$ cat config.mk
export PLATFORM = sky130hd
export DESIGN_NAME = sequence_frame_transmitter
export DESIGN_NICKNAME = d
export VERILOG_FILES = /design/src/rtl/sequence_frame_transmitter.sv
export SDC_FILE = /design/constraint.sdc
export NUM_CORES = 1
export LEC_CHECK = 0
export ABC_AREA = 1
export BUFFER_PORTS_ARGS = -buffer_cell sky130_fd_sc_hd__buf_2
export CAP_MARGIN = 20
export CORE_UTILIZATION = 51
export CTS_CLUSTER_SIZE = 28
export DETAILED_ROUTE_END_ITERATION = 12
export PLACE_DENSITY = 0.85
export REMOVE_ABC_BUFFERS = 1
export SLEW_MARGIN = 10
export SYNTH_ARGS = -nofsm -noshare
export SYNTH_HDL_FRONTEND = slang
export SYNTH_SLANG_ARGS = --single-unit
$ cat constraint.sdc
create_clock -name clk -period 1.25 [get_ports clk]
set_input_delay 0.125 -clock clk [delete_from_list [all_inputs] [get_ports clk]]
set_output_delay 0.125 -clock clk [all_outputs]
set_load 0.005 [all_outputs]
$ cat src/rtl/sequence_frame_transmitter.sv
// Transmit side of the byte-stream sync protocol: sync header AB CD EF 24
// followed by PAYLOAD_LEN bytes pulled from a valid/ready source.
module sequence_frame_transmitter #(
    parameter int unsigned PAYLOAD_LEN = 4,
    parameter logic [7:0]  IDLE_BYTE   = 8'h00
) (
    input  logic       clk,
    input  logic       nrst,
    input  logic       start,
    input  logic [7:0] in_data,
    input  logic       in_valid,
    output logic       in_ready,
    output logic [7:0] data,
    output logic       data_valid,
    output logic       busy,
    output logic       done
);

    localparam logic [7:0] SYNC_B0 = 8'hAB;
    localparam logic [7:0] SYNC_B1 = 8'hCD;
    localparam logic [7:0] SYNC_B2 = 8'hEF;
    localparam logic [7:0] SYNC_B3 = 8'h24;
    localparam logic [7:0] LAST_IDX = 8'(PAYLOAD_LEN - 1);

    typedef enum logic [2:0] {
        IDLE,
        SYNC2,
        SYNC3,
        SYNC4,
        PAYLOAD
    } state_t;

    state_t     state, state_n;
    logic [7:0] count, count_n;
    logic [7:0] data_n;
    logic       data_valid_n;
    logic       done_n;
    logic       xfer;

    assign in_ready = (state == PAYLOAD);
    assign busy     = (state != IDLE);
    assign xfer     = in_ready && in_valid;

    always_ff @(posedge clk or negedge nrst) begin
        if (!nrst) begin
            state      <= IDLE;
            count      <= 8'd0;
            data       <= IDLE_BYTE;
            data_valid <= 1'b0;
            done       <= 1'b0;
        end else begin
            state      <= state_n;
            count      <= count_n;
            data       <= data_n;
            data_valid <= data_valid_n;
            done       <= done_n;
        end
    end

    // Every cycle without a frame byte drives IDLE_BYTE with valid low.
    always_comb begin
        state_n      = state;
        count_n      = count;
        data_n       = IDLE_BYTE;
        data_valid_n = 1'b0;
        done_n       = 1'b0;
        unique case (state)
            IDLE: begin
                if (start) begin
                    data_n       = SYNC_B0;
                    data_valid_n = 1'b1;
                    state_n      = SYNC2;
                end
            end
            SYNC2: begin
                data_n       = SYNC_B1;
                data_valid_n = 1'b1;
                state_n      = SYNC3;
            end
            SYNC3: begin
                data_n       = SYNC_B2;
                data_valid_n = 1'b1;
                state_n      = SYNC4;
            end
            SYNC4: begin
                data_n       = SYNC_B3;
                data_valid_n = 1'b1;
                count_n      = 8'd0;
                state_n      = PAYLOAD;
            end
            PAYLOAD: begin
                if (xfer) begin
                    data_n       = in_data;
                    data_valid_n = 1'b1;
                    if (count == LAST_IDX) begin
                        count_n = 8'd0;
                        done_n  = 1'b1;
                        state_n = IDLE;
                    end else begin
                        count_n = count + 8'd1;
                    end
                end
            end
            default: begin
                state_n = IDLE;
                count_n = 8'd0;
            end
        endcase
    end

endmodule

* Yosys cells after proc, flatten, opt, wreduce, memory -nomap -nowiden
Index checks and enable logic that the tools add are counted.
Operators by class: add/sub/neg operators 1, equal/unequal tests 8, multiplexer cells 16, bitwise logic cells 1, reduce and logical (&&, ||, !) cells 7
Operators by type and width (number):
- one-hot mux 8 bit (5 select lines) | 1
- two-way mux 8 bit | 4
- one-hot mux 8 bit (2 select lines) | 1
- one-hot mux 3 bit (5 select lines) | 1
- two-way mux 3 bit | 3
- adder 8 x 1 -> 8 bit (second input constant) | 1
- == test 8 x 2 -> 1 bit (second input constant) | 1
- == test 3 x 2 -> 1 bit (second input constant) | 2
- OR reduction 3 bit | 2
- two-way mux 1 bit | 5
- != test 2 x 1 -> 1 bit (second input constant) | 2
- == test 3 x 1 -> 1 bit (second input constant) | 1
- == test 3 bit (second input constant) | 1
- logical NOT 3 bit | 1
- one-hot mux 1 bit (3 select lines) | 1
- AND reduction 3 bit | 1
- nonzero test 3 bit | 1
- != test 2 bit (second input constant) | 1
- AND reduction 2 bit | 1
- logical AND 1 bit | 1
- inverter 1 bit | 1
Word-level totals: bits in registers 21, input bits 12, logic and storage cells 38

* Depth between registers and ports, before layout
Gate-level depths: netlist of run 1.
depth after elaboration 4, mapped depth 7

* Least setup slack after synthesis of run 1
No wires, ideal clock.
path type register -> register, start register count[0], end register count[0], setup time 0.117 ns, data arrival time 0.991 ns, required time 1.133 ns, slack 0.142 ns, cell stages (with the launch flop) 7, buffers on the path 0, clock period less this slack 1.108 ns, path through dfrtp_1 -> ha_1 -> nand2_1 -> nor2_1 -> nor2_1 -> nand3_1 -> nand2_1
Between the ends: cells in the longest elaborated chain, start to end 4, elaborated cells on any way between the ends 5, those cells by class 1 x add/sub; 1 x eq/ne; 3 x mux
Ends and longest elaborated chain:
- from (decl) | RTL line 34 | logic [7:0] count, count_n;
- from (signal assigned) | RTL line 53 | count <= count_n;
- adder 8 x 1 -> 8 bit or == test 8 x 2 -> 1 bit (tied branches) | RTL line 100, 95
- two-way mux 8 bit (*) | RTL line 95 | if (count == LAST_IDX) begin
- two-way mux 8 bit (*) | RTL line 92 | if (xfer) begin
- one-hot mux 8 bit (2 select lines) (*) | RTL line 67 | unique case (state)
Mark *: on every way between the ends. The rest lies on a longest branch, timed or not. The select of a mux whose other input is x is not followed. A chain may end at the register's enable or synchronous reset.

* Worst setup path after layout of run 1
start register state[0], end output port busy
Between the ends: cells in the longest elaborated chain, start to end 1
Ends and longest elaborated chain:
- from (decl) | RTL line 33 | state_t state, state_n;
- from (signal assigned) | RTL line 52 | state <= state_n;
- nonzero test 3 bit | RTL line 41 | assign busy = (state != IDLE);
- to (decl) | RTL line 15 | output logic busy,
Every way passes these cells.

==> results of run 1 <==
[placed cells by master, fill, tap and decap left out, drive strengths merged]
cell type / instances
nor3: 1
buf: 37
ha: 1
nand4: 4
o211ai: 1
dfrtp: 21
nand3: 15
o21bai: 1
o21ai: 3
nor2: 15
nand2: 48
dlygate4sd3: 1
xnor2: 1
inv: 15
clkbuf: 4
[registers in the layout, summed over array words and instances, names as in the netlist]
signal / flops
count: 8
data: 8
data_valid: 1
done: 1
state: 3
[synthesized netlist by cell type (all sizes together)]
library cell,number
buf,2
dfrtp,21
ha,1
inv,15
nand2,48
nand3,15
nand4,4
nor2,15
nor3,1
o211ai,1
o21ai,3
o21bai,1
xnor2,1
[timing repair]
| action | CTS | global route |
|---|---|---|
| resized for setup | 8 | 5 |
| hold buffers | 1 | 0 |
| buffers inserted | 6 | 5 |
| hold endpoints to repair | 21 | 0 |
| pin swaps | 1 | 3 |
| setup endpoints to repair | 4 | 18 |
[where the power goes]
| group | leakage [nW] | total, mW | switching (mW) | internal (mW) |
|---|---|---|---|---|
| clock | 0.0150 | 0.329 | 0.204 | 0.125 |
| sequential | 0.270 | 0.980 | 0.100 | 0.879 |
| combinational | 0.445 | 1.25 | 0.680 | 0.572 |
| total | 0.730 | 2.56 | 0.984 | 1.58 |
[path summary, 6_finish.rpt]
kind                       slack, ps        from        to  cells past startpoint
min                                6  in_data[6]   data[6]                      3
max reg2reg                        0    state[0]  count[1]                      7
min in group asynchronous        300        nrst   data[0]                      2
min reg2reg                      530    count[7]  count[7]                      2
max                              -20    state[0]      busy                      4
max in group asynchronous        620        nrst  count[4]                      2
[kinds of logic after synthesis]
logic type	Yosys count	synth area share, %
flip-flops	21	51.28
AO/OA/AOI/OAI	5	3.663
AND/OR/NAND/NOR	83	35.29
adder cells (fa/ha/maj)	1	1.221
buffers and inverters	17	7.693
XOR/XNOR	1	0.8549
[stage by stage]
step                cells  setup slack (ps)  utilization [%]  TNS (ps)
finish                193            -24.00            74.79    -32.04
global route          193            -68.50            74.79    -872.6
global placement      177             81.09            65.00         0
detailed placement    177             19.62            65.00         0
CTS                   188            -14.36            71.67    -14.92
floorplan             126             66.67                -         0
[layout make-up]
class / instances / share of cell area [%]
clock buffer: 4 / 1.950
multi-input combinational: 90 / 33.80
tap: 25 / 2.321
inverter: 15 / 4.364
sequential: 21 / 39.09
timing repair buffer: 38 / 18.48
[critical path, cell delays in order, from the launching register on]
cell	delay, ps
dfrtp_1	430
buf_4	160
nor2_2	90
nand2_1	50
buf_2	120
[per-layer routing]
layer | GRT usage [%] | vias up | part of all wire, %
met5 | 0 | - | 0
met4 | 10.86 | 0 | 2.6
met3 | 4.231 | 10 | 5.9
met2 | 39.17 | 53 | 49
met1 | 31.05 | 457 | 42
li1 | - | 481 | -
==> results.json, run 1 <==
{
  "startpoint_type": "flop",
  "fillers": 131,
  "dieArea_sq_mm": 0.002193,
  "io_buffers": 23,
  "avgSynthCellArea_sq_um": 8.006,
  "ys_types": 18,
  "drt-initial-drc-count": 39,
  "regArea_sq_um": 526.8,
  "clkLatencyLatePin_ps": 300,
  "die_w_um": 46.83,
  "netlist_area_sq_mm": 0.001025,
  "area_growth_pct": 31.50,
  "core_area_sq_mm": 0.001802,
  "grt_usage_pct": 23.95,
  "ys_warn_count": 0,
  "multi_input_area_sq_um": 455.4,
  "syn_inst": 128,
  "worstMarginPinSlew_ps": 453.7,
  "postPlaceCellArea_sq_mm": 0.001171,
  "fin_ws_ps": -24.00,
  "grt_max_degree": 22,
  "cts-root-buf": "clkbuf_4",
  "wl_per_cell_um": 13.10,
  "p_leak_nw": 0.7299,
  "fin_skew_ps": 2.274,
  "maxSlewViolCount": 0,
  "worst_setup_path_end_kind": "primary output",
  "wirelength_mm": 2.529,
  "grt_pass1_wl_mm": 3.698,
  "power.density_mw_per_mm2": 1900,
  "status": "finished with violations",
  "remaining_drc_errors": 0,
  "cts_buffers": 3,
  "htreeDepth": 1,
  "ant_nets": 0,
  "fin_area_sq_mm": 0.001348,
  "synth_area_leader_cell": "dfrtp_1",
  "total_power_mw": 2.560,
  "relSlewSlack_pct": 69.75,
  "whs_ps": 5.968,
  "die_y_um": 46.83,
  "yosys-top-cells-area": "dfrtp_1 51%, nand2_1 17%, nand3_1 7.3%, inv_1 4.8%, nor2_1 4.8%",
  "clock.fmax_mhz": 784.9,
  "via_per_inst": 5.187,
  "period_minus_slack_ps": 1274,
  "rsz0062_at_grt": "yes",
  "vias": 1001,
  "clk_transition_reported_paths_ps": 110,
  "dp_hpwl_mm": 1.499,
  "grt_pass1_vias": 869,
  "final_nets": 182,
  "diodes": 0,
  "fin_crit_sh_pct": 101.9,
  "hold_viol": 0,
  "setup_viol": 2,
  "overflow": 0,
  "clock_path_buffers": 2,
  "cts_tree": "built",
  "ys_seq_elements": 21,
  "crit_type": "flop to primary output",
  "vdd_drop_max_mv": 1.455,
  "ys_seq_area_share_pct": 51.28,
  "num_io_pins": 24,
  "hp-class": "primary input to flop",
  "crit_fanout": 4,
  "max_cap_violations": 0,
  "rows": 15,
  "synth_top_area_share_pct": 51.28,
  "gp_congestion": 0.7984,
  "failed_checks": "negative setup slack",
  "cts.sinks": 21,
  "antenna_found_initial": 0,
  "start_util_pct": 56.88,
  "required_ps": 1120,
  "critical_path_arrival_ps": 1150,
  "drt_first_pass_iters": 4,
  "drive_gt1_share_pct": 33.93
}
No activity file was read; power rests on OpenSTA's default activity.
==> run 2: changes to the inputs <==
Settings changed: SKIP_CTS_REPAIR_TIMING from default to 1.
==> run 2 against run 1 <==
Net effect: the flow finishes with violations (negative hold slack, negative setup slack); routed wire length up 13%; combinational power down 12%; non-clock buffer count down 5; final area down 3.2%; count of clock-buffer cells in the layout unchanged; setup slack worse by 57 ps; via count up 8.5%; register-to-register slack worse by 80 ps; cell count down 2.6%; clock skew up 4.1 ps; largest power group unchanged.
==> results.json, run 2 (synthesis results as in run 1) <==
{
  "clkLatencyLatePin_ps": 310,
  "dieArea_sq_mm": 0.002193,
  "final_nets": 177,
  "r2r-start": "count[1]",
  "antenna_found_initial": 0,
  "grt_usage_pct": 21.86,
  "stdcell_count": 188,
  "layout_common_cells": "46 x nand2_1, 23 x buf_2, 20 x dfrtp_1, 13 x inv_1, 12 x nand3_1",
  "htreeDepth": 1,
  "clk_transition_reported_paths_ps": 120,
  "largestRegisters": "count (8), data (8), state (3)",
  "cts.sinks": 21,
  "whs_ps": -2.026,
  "ant_nets": 0,
  "postPlaceCellArea_sq_mm": 0.001171,
  "hold_end": "data[0]",
  "startpoint_type": "flop",
  "crit_type": "flop to flop",
  "hp-start": "in_data[0]",
  "num_io_pins": 24,
  "drive_gt1_share_pct": 31.29,
  "rows": 15,
  "start_util_pct": 56.88,
  "status": "finished with violations",
  "final_common_cell": "nand2_1",
  "regToRegEndpoint": "count[7]",
  "dp_cells": 177,
  "dp_hpwl_mm": 1.499,
  "io_buffers": 23,
  "fin_crit_sh_pct": 106.4,
  "grt_max_degree": 22,
  "wirelength_mm": 2.854,
  "drt_first_pass_iters": 4,
  "setup_viol": 8,
  "maxSlewViolCount": 0,
  "die_y_um": 46.83,
  "area_growth_pct": 27.35,
  "max_cap_violations": 0,
  "worst_setup_path_end_kind": "flop",
  "vdd_drop_max_mv": 1.344,
  "grt_pass1_wl_mm": 3.367,
  "fin_area_sq_mm": 0.001305,
  "via_per_inst": 5.777,
  "grt_pass1_vias": 813,
  "hold_depth": 3,
  "wl_per_cell_um": 15.18,
  "worstMarginPinSlew_ps": 455.0,
  "rsz0062_at_grt": "yes",
  "core_area_sq_mm": 0.001802,
  "critical_path_arrival_ps": 1530,
  "gp_congestion": 0.7984,
  "clock.fmax_mhz": 751.6,
  "required_ps": 1450,
  "relSlewSlack_pct": 69.66,
  "fin_skew_ps": 6.392,
  "power.density_mw_per_mm2": 1864,
  "period_minus_slack_ps": 1331,
  "r2r_setup_slack_ps": -80,
  "die_w_um": 46.83,
  "overflow": 0,
  "hp-class": "primary input to flop",
  "vias": 1086,
  "failed_checks": "negative hold slack, negative setup slack",
  "cts_tree": "built",
  "cts-root-buf": "clkbuf_4",
  "hold_viol": 1,
  "clock_path_buffers": 2,
  "p_leak_nw": 0.6979,
  "drt-initial-drc-count": 89,
  "rr_worst_depth": 6,
  "diodes": 0,
  "remaining_drc_errors": 0,
  "fin_ws_ps": -80.56,
  "cts_buffers": 3,
  "crit_fanout": 4
}
-- run 2: cell types whose count changed in the layout (fill, tap and decap cells not counted), sizes merged --
cell,before,now
buf,37,32
clkinv,0,1
inv,15,14
-- run 2: metrics by stage --
stage               setup slack (ps)  TNS [ps]  hold slack (ps)  power, mW  utilization [%]
floorplan                      66.67         0           -170.6      1.490                -
global placement               81.09         0            93.87      1.825            65.00
detailed placement             19.62         0            101.3      1.854            65.00
CTS                           -202.2    -225.0           -232.2      2.171            66.46
global route                  -191.7     -1439            21.23      2.602            72.43
finish                        -80.56    -279.8           -2.026      2.433            72.43
-- run 2: worst max-delay path by stage --
stage               startpoint       end  slack (ps)  depth (start not counted)
floorplan             state[1]  count[0]          70                          6
global placement      count[0]  count[0]          80                          6
detailed placement    count[1]  count[1]          20                          6
CTS                   state[1]  in_ready        -200                          4
global route          count[1]  count[7]        -190                          6
finish                count[1]  count[7]         -80                          6
-- run 2: worst max-delay path, stage by stage, from the launching register on --
cell	delay, ps
dfrtp_1	450
buf_4	150
nand2_1	70
nor2_1	240
nand3_1	150
nand4_1	110
nand2_1	60
-- run 2: cell type report --
type	instances	area (sq um)
Sequential cell	21	526.8
Timing Repair Buffer	33	196.4
Inverter	15	61.31
Multi-Input combinational cell	90	462.9
Fill cell	141	496.7
Tap cell	25	31.28
Clock buffer	4	26.28
-- run 2: where the power goes --
| group | leakage (nW) | switching, mW | internal [mW] |
|---|---|---|---|
| Sequential | 0.270 | 0.121 | 0.882 |
| Combinational | 0.413 | 0.650 | 0.447 |
| Clock | 0.0150 | 0.208 | 0.125 |
-- run 2: metal layers --
metal / track usage, % / up-vias / wire [um]
met2: 36.39 / 95 / 1385
met3: 3.462 / 33 / 289
met1: 29.34 / 483 / 998
li1: - / 475 / -
met5: 0 / - / 0
met4: 6.857 / 0 / 182
==> run 3: changes to the inputs <==
Settings changed: CTS_CLUSTER_SIZE 28 to 8, REMOVE_ABC_BUFFERS 1 to default.
==> run 3 against run 2 <==
Net effect: the run still ends with negative hold slack, negative setup slack left; non-clock buffer count rose by 3; sequential cell count did not move; worst hold slack got worse by 1.9 ps; first-iteration DRC count fell by 76%; critical path depth fell by 2; cell count rose by 1.6%; register-to-register slack improved by 40 ps; setup slack improved by 7.3 ps; combinational power barely moved; total power fell by 0.88%.
==> results.json, run 3 (synthesis results as in run 1) <==
{
  "period_minus_slack_ps": 1323,
  "remaining_drc_errors": 0,
  "rsz0062_at_grt": "yes",
  "dp_hpwl_mm": 1.505,
  "whs_ps": -3.960,
  "status": "finished with violations",
  "core_area_sq_mm": 0.001802,
  "rows": 15,
  "die_y_um": 46.83,
  "diodes": 0,
  "cts_buffers": 3,
  "cts-root-buf": "clkbuf_4",
  "final_common_cell": "nand2_1",
  "wl_per_cell_um": 12.47,
  "vdd_drop_max_mv": 1.231,
  "start_util_pct": 56.88,
  "synth_nets": 141,
  "hold_viol": 2,
  "via_per_inst": 5.251,
  "num_io_pins": 24,
  "critical_path_arrival_ps": 1200,
  "grt_max_degree": 22,
  "htreeDepth": 1,
  "grt_usage_pct": 21.77,
  "worst_setup_path_end_kind": "primary output",
  "slowest_delay_ps": 460,
  "largestRegisters": "count (8), data (8), state (3)",
  "clock.fmax_mhz": 755.7,
  "antenna_found_initial": 0,
  "path_cells": "nor2_4 -> nand2_4 -> inv_4 -> buf_6",
  "crit_fanout": 5,
  "drt-initial-drc-count": 21,
  "grt_pass1_vias": 803,
  "drt_first_pass_iters": 5,
  "fin_crit_sh_pct": 105.9,
  "critical_path.top_delay_family": "flip-flops",
  "final_core_util_pct": 72.92,
  "cts.sinks": 21,
  "drive_gt1_share_pct": 34.34,
  "fin_ws_ps": -73.29,
  "cts_tree": "built",
  "gp_congestion": 0.8069,
  "ant_nets": 0,
  "hp-class": "primary input to flop",
  "relSlewSlack_pct": 70.65,
  "dieArea_sq_mm": 0.002193,
  "failed_checks": "negative hold slack, negative setup slack",
  "area_growth_pct": 28.21,
  "overflow": 0,
  "total_power_mw": 2.411,
  "maxSlewViolCount": 0,
  "crit_type": "flop to primary output",
  "p_leak_nw": 0.7017,
  "die_w_um": 46.83,
  "crit_buf_inv": 2,
  "setup_viol": 4,
  "power.density_mw_per_mm2": 1835,
  "required_ps": 1120,
  "worstMarginPinSlew_ps": 440.2,
  "wirelength_mm": 2.382,
  "fin_skew_ps": 11.23,
  "io_buffers": 23,
  "grt_pass1_wl_mm": 3.312,
  "vias": 1003,
  "final_nets": 180,
  "max_cap_violations": 0,
  "clock_path_buffers": 2,
  "clkLatencyLatePin_ps": 320,
  "critPathSlowestCell": "dfrtp_2",
  "startpoint_type": "flop",
  "layout_common_cells": "45 x nand2_1, 22 x buf_2, 18 x dfrtp_1, 14 x nand3_1",
  "clk_transition_reported_paths_ps": 120
}
## run 3: final timing paths
check | from | to | slack (ps) | cells after the start
setup / recovery | state[0] | in_ready | -70 | 4
setup reg to reg | state[0] | done | -40 | 6
hold reg to reg | count[7] | count[7] | 520 | 2
min in group asynchronous | nrst | data[1] | 300 | 2
max in group asynchronous | nrst | count[4] | 610 | 2
hold / removal | in_data[7] | data[7] | -4 | 3
## run 3: metal layers
metal / track usage [%] / vias up / wire length, um
met3: 3.462 / 9 / 118
li1: - / 480 / -
met4: 12.00 / 0 / 76
met5: 0 / - / 0
met2: 35.00 / 44 / 1144
met1: 28.05 / 470 / 1042
## run 3: tightest hold or removal path, cell delays in order
cell and delay [ps]:
buf_2 70, nand2_1 40, nand2_1 50
## run 3: report_power, final
part | switching [mW] | total, mW | internal, mW
Combinational | 0.608 | 1.08 | 0.470
Sequential | 0.113 | 0.999 | 0.885
Clock | 0.209 | 0.334 | 0.125
Total | 0.931 | 2.41 | 1.48
## run 3: stage by stage
step	TNS, ps	setup WS [ps]	std cells	cell area, sq um
after floorplan	0	142.1	128	1025
after global placement	0	82.11	177	1171
after detailed placement	0	35.59	177	1171
after CTS	-196.0	-196.0	181	1197
after global routing	-853.9	-113.2	191	1314
final	-147.4	-73.29	191	1314
## run 3: area by class of cell
type | count | area, sq um
Clock buffer | 4 | 26.28
Timing Repair Buffer | 36 | 221.5
Fill cell | 131 | 488.0
Multi-Input combinational cell | 90 | 446.7
Sequential cell | 21 | 529.3
Inverter | 15 | 58.81
Tap cell | 25 | 31.28
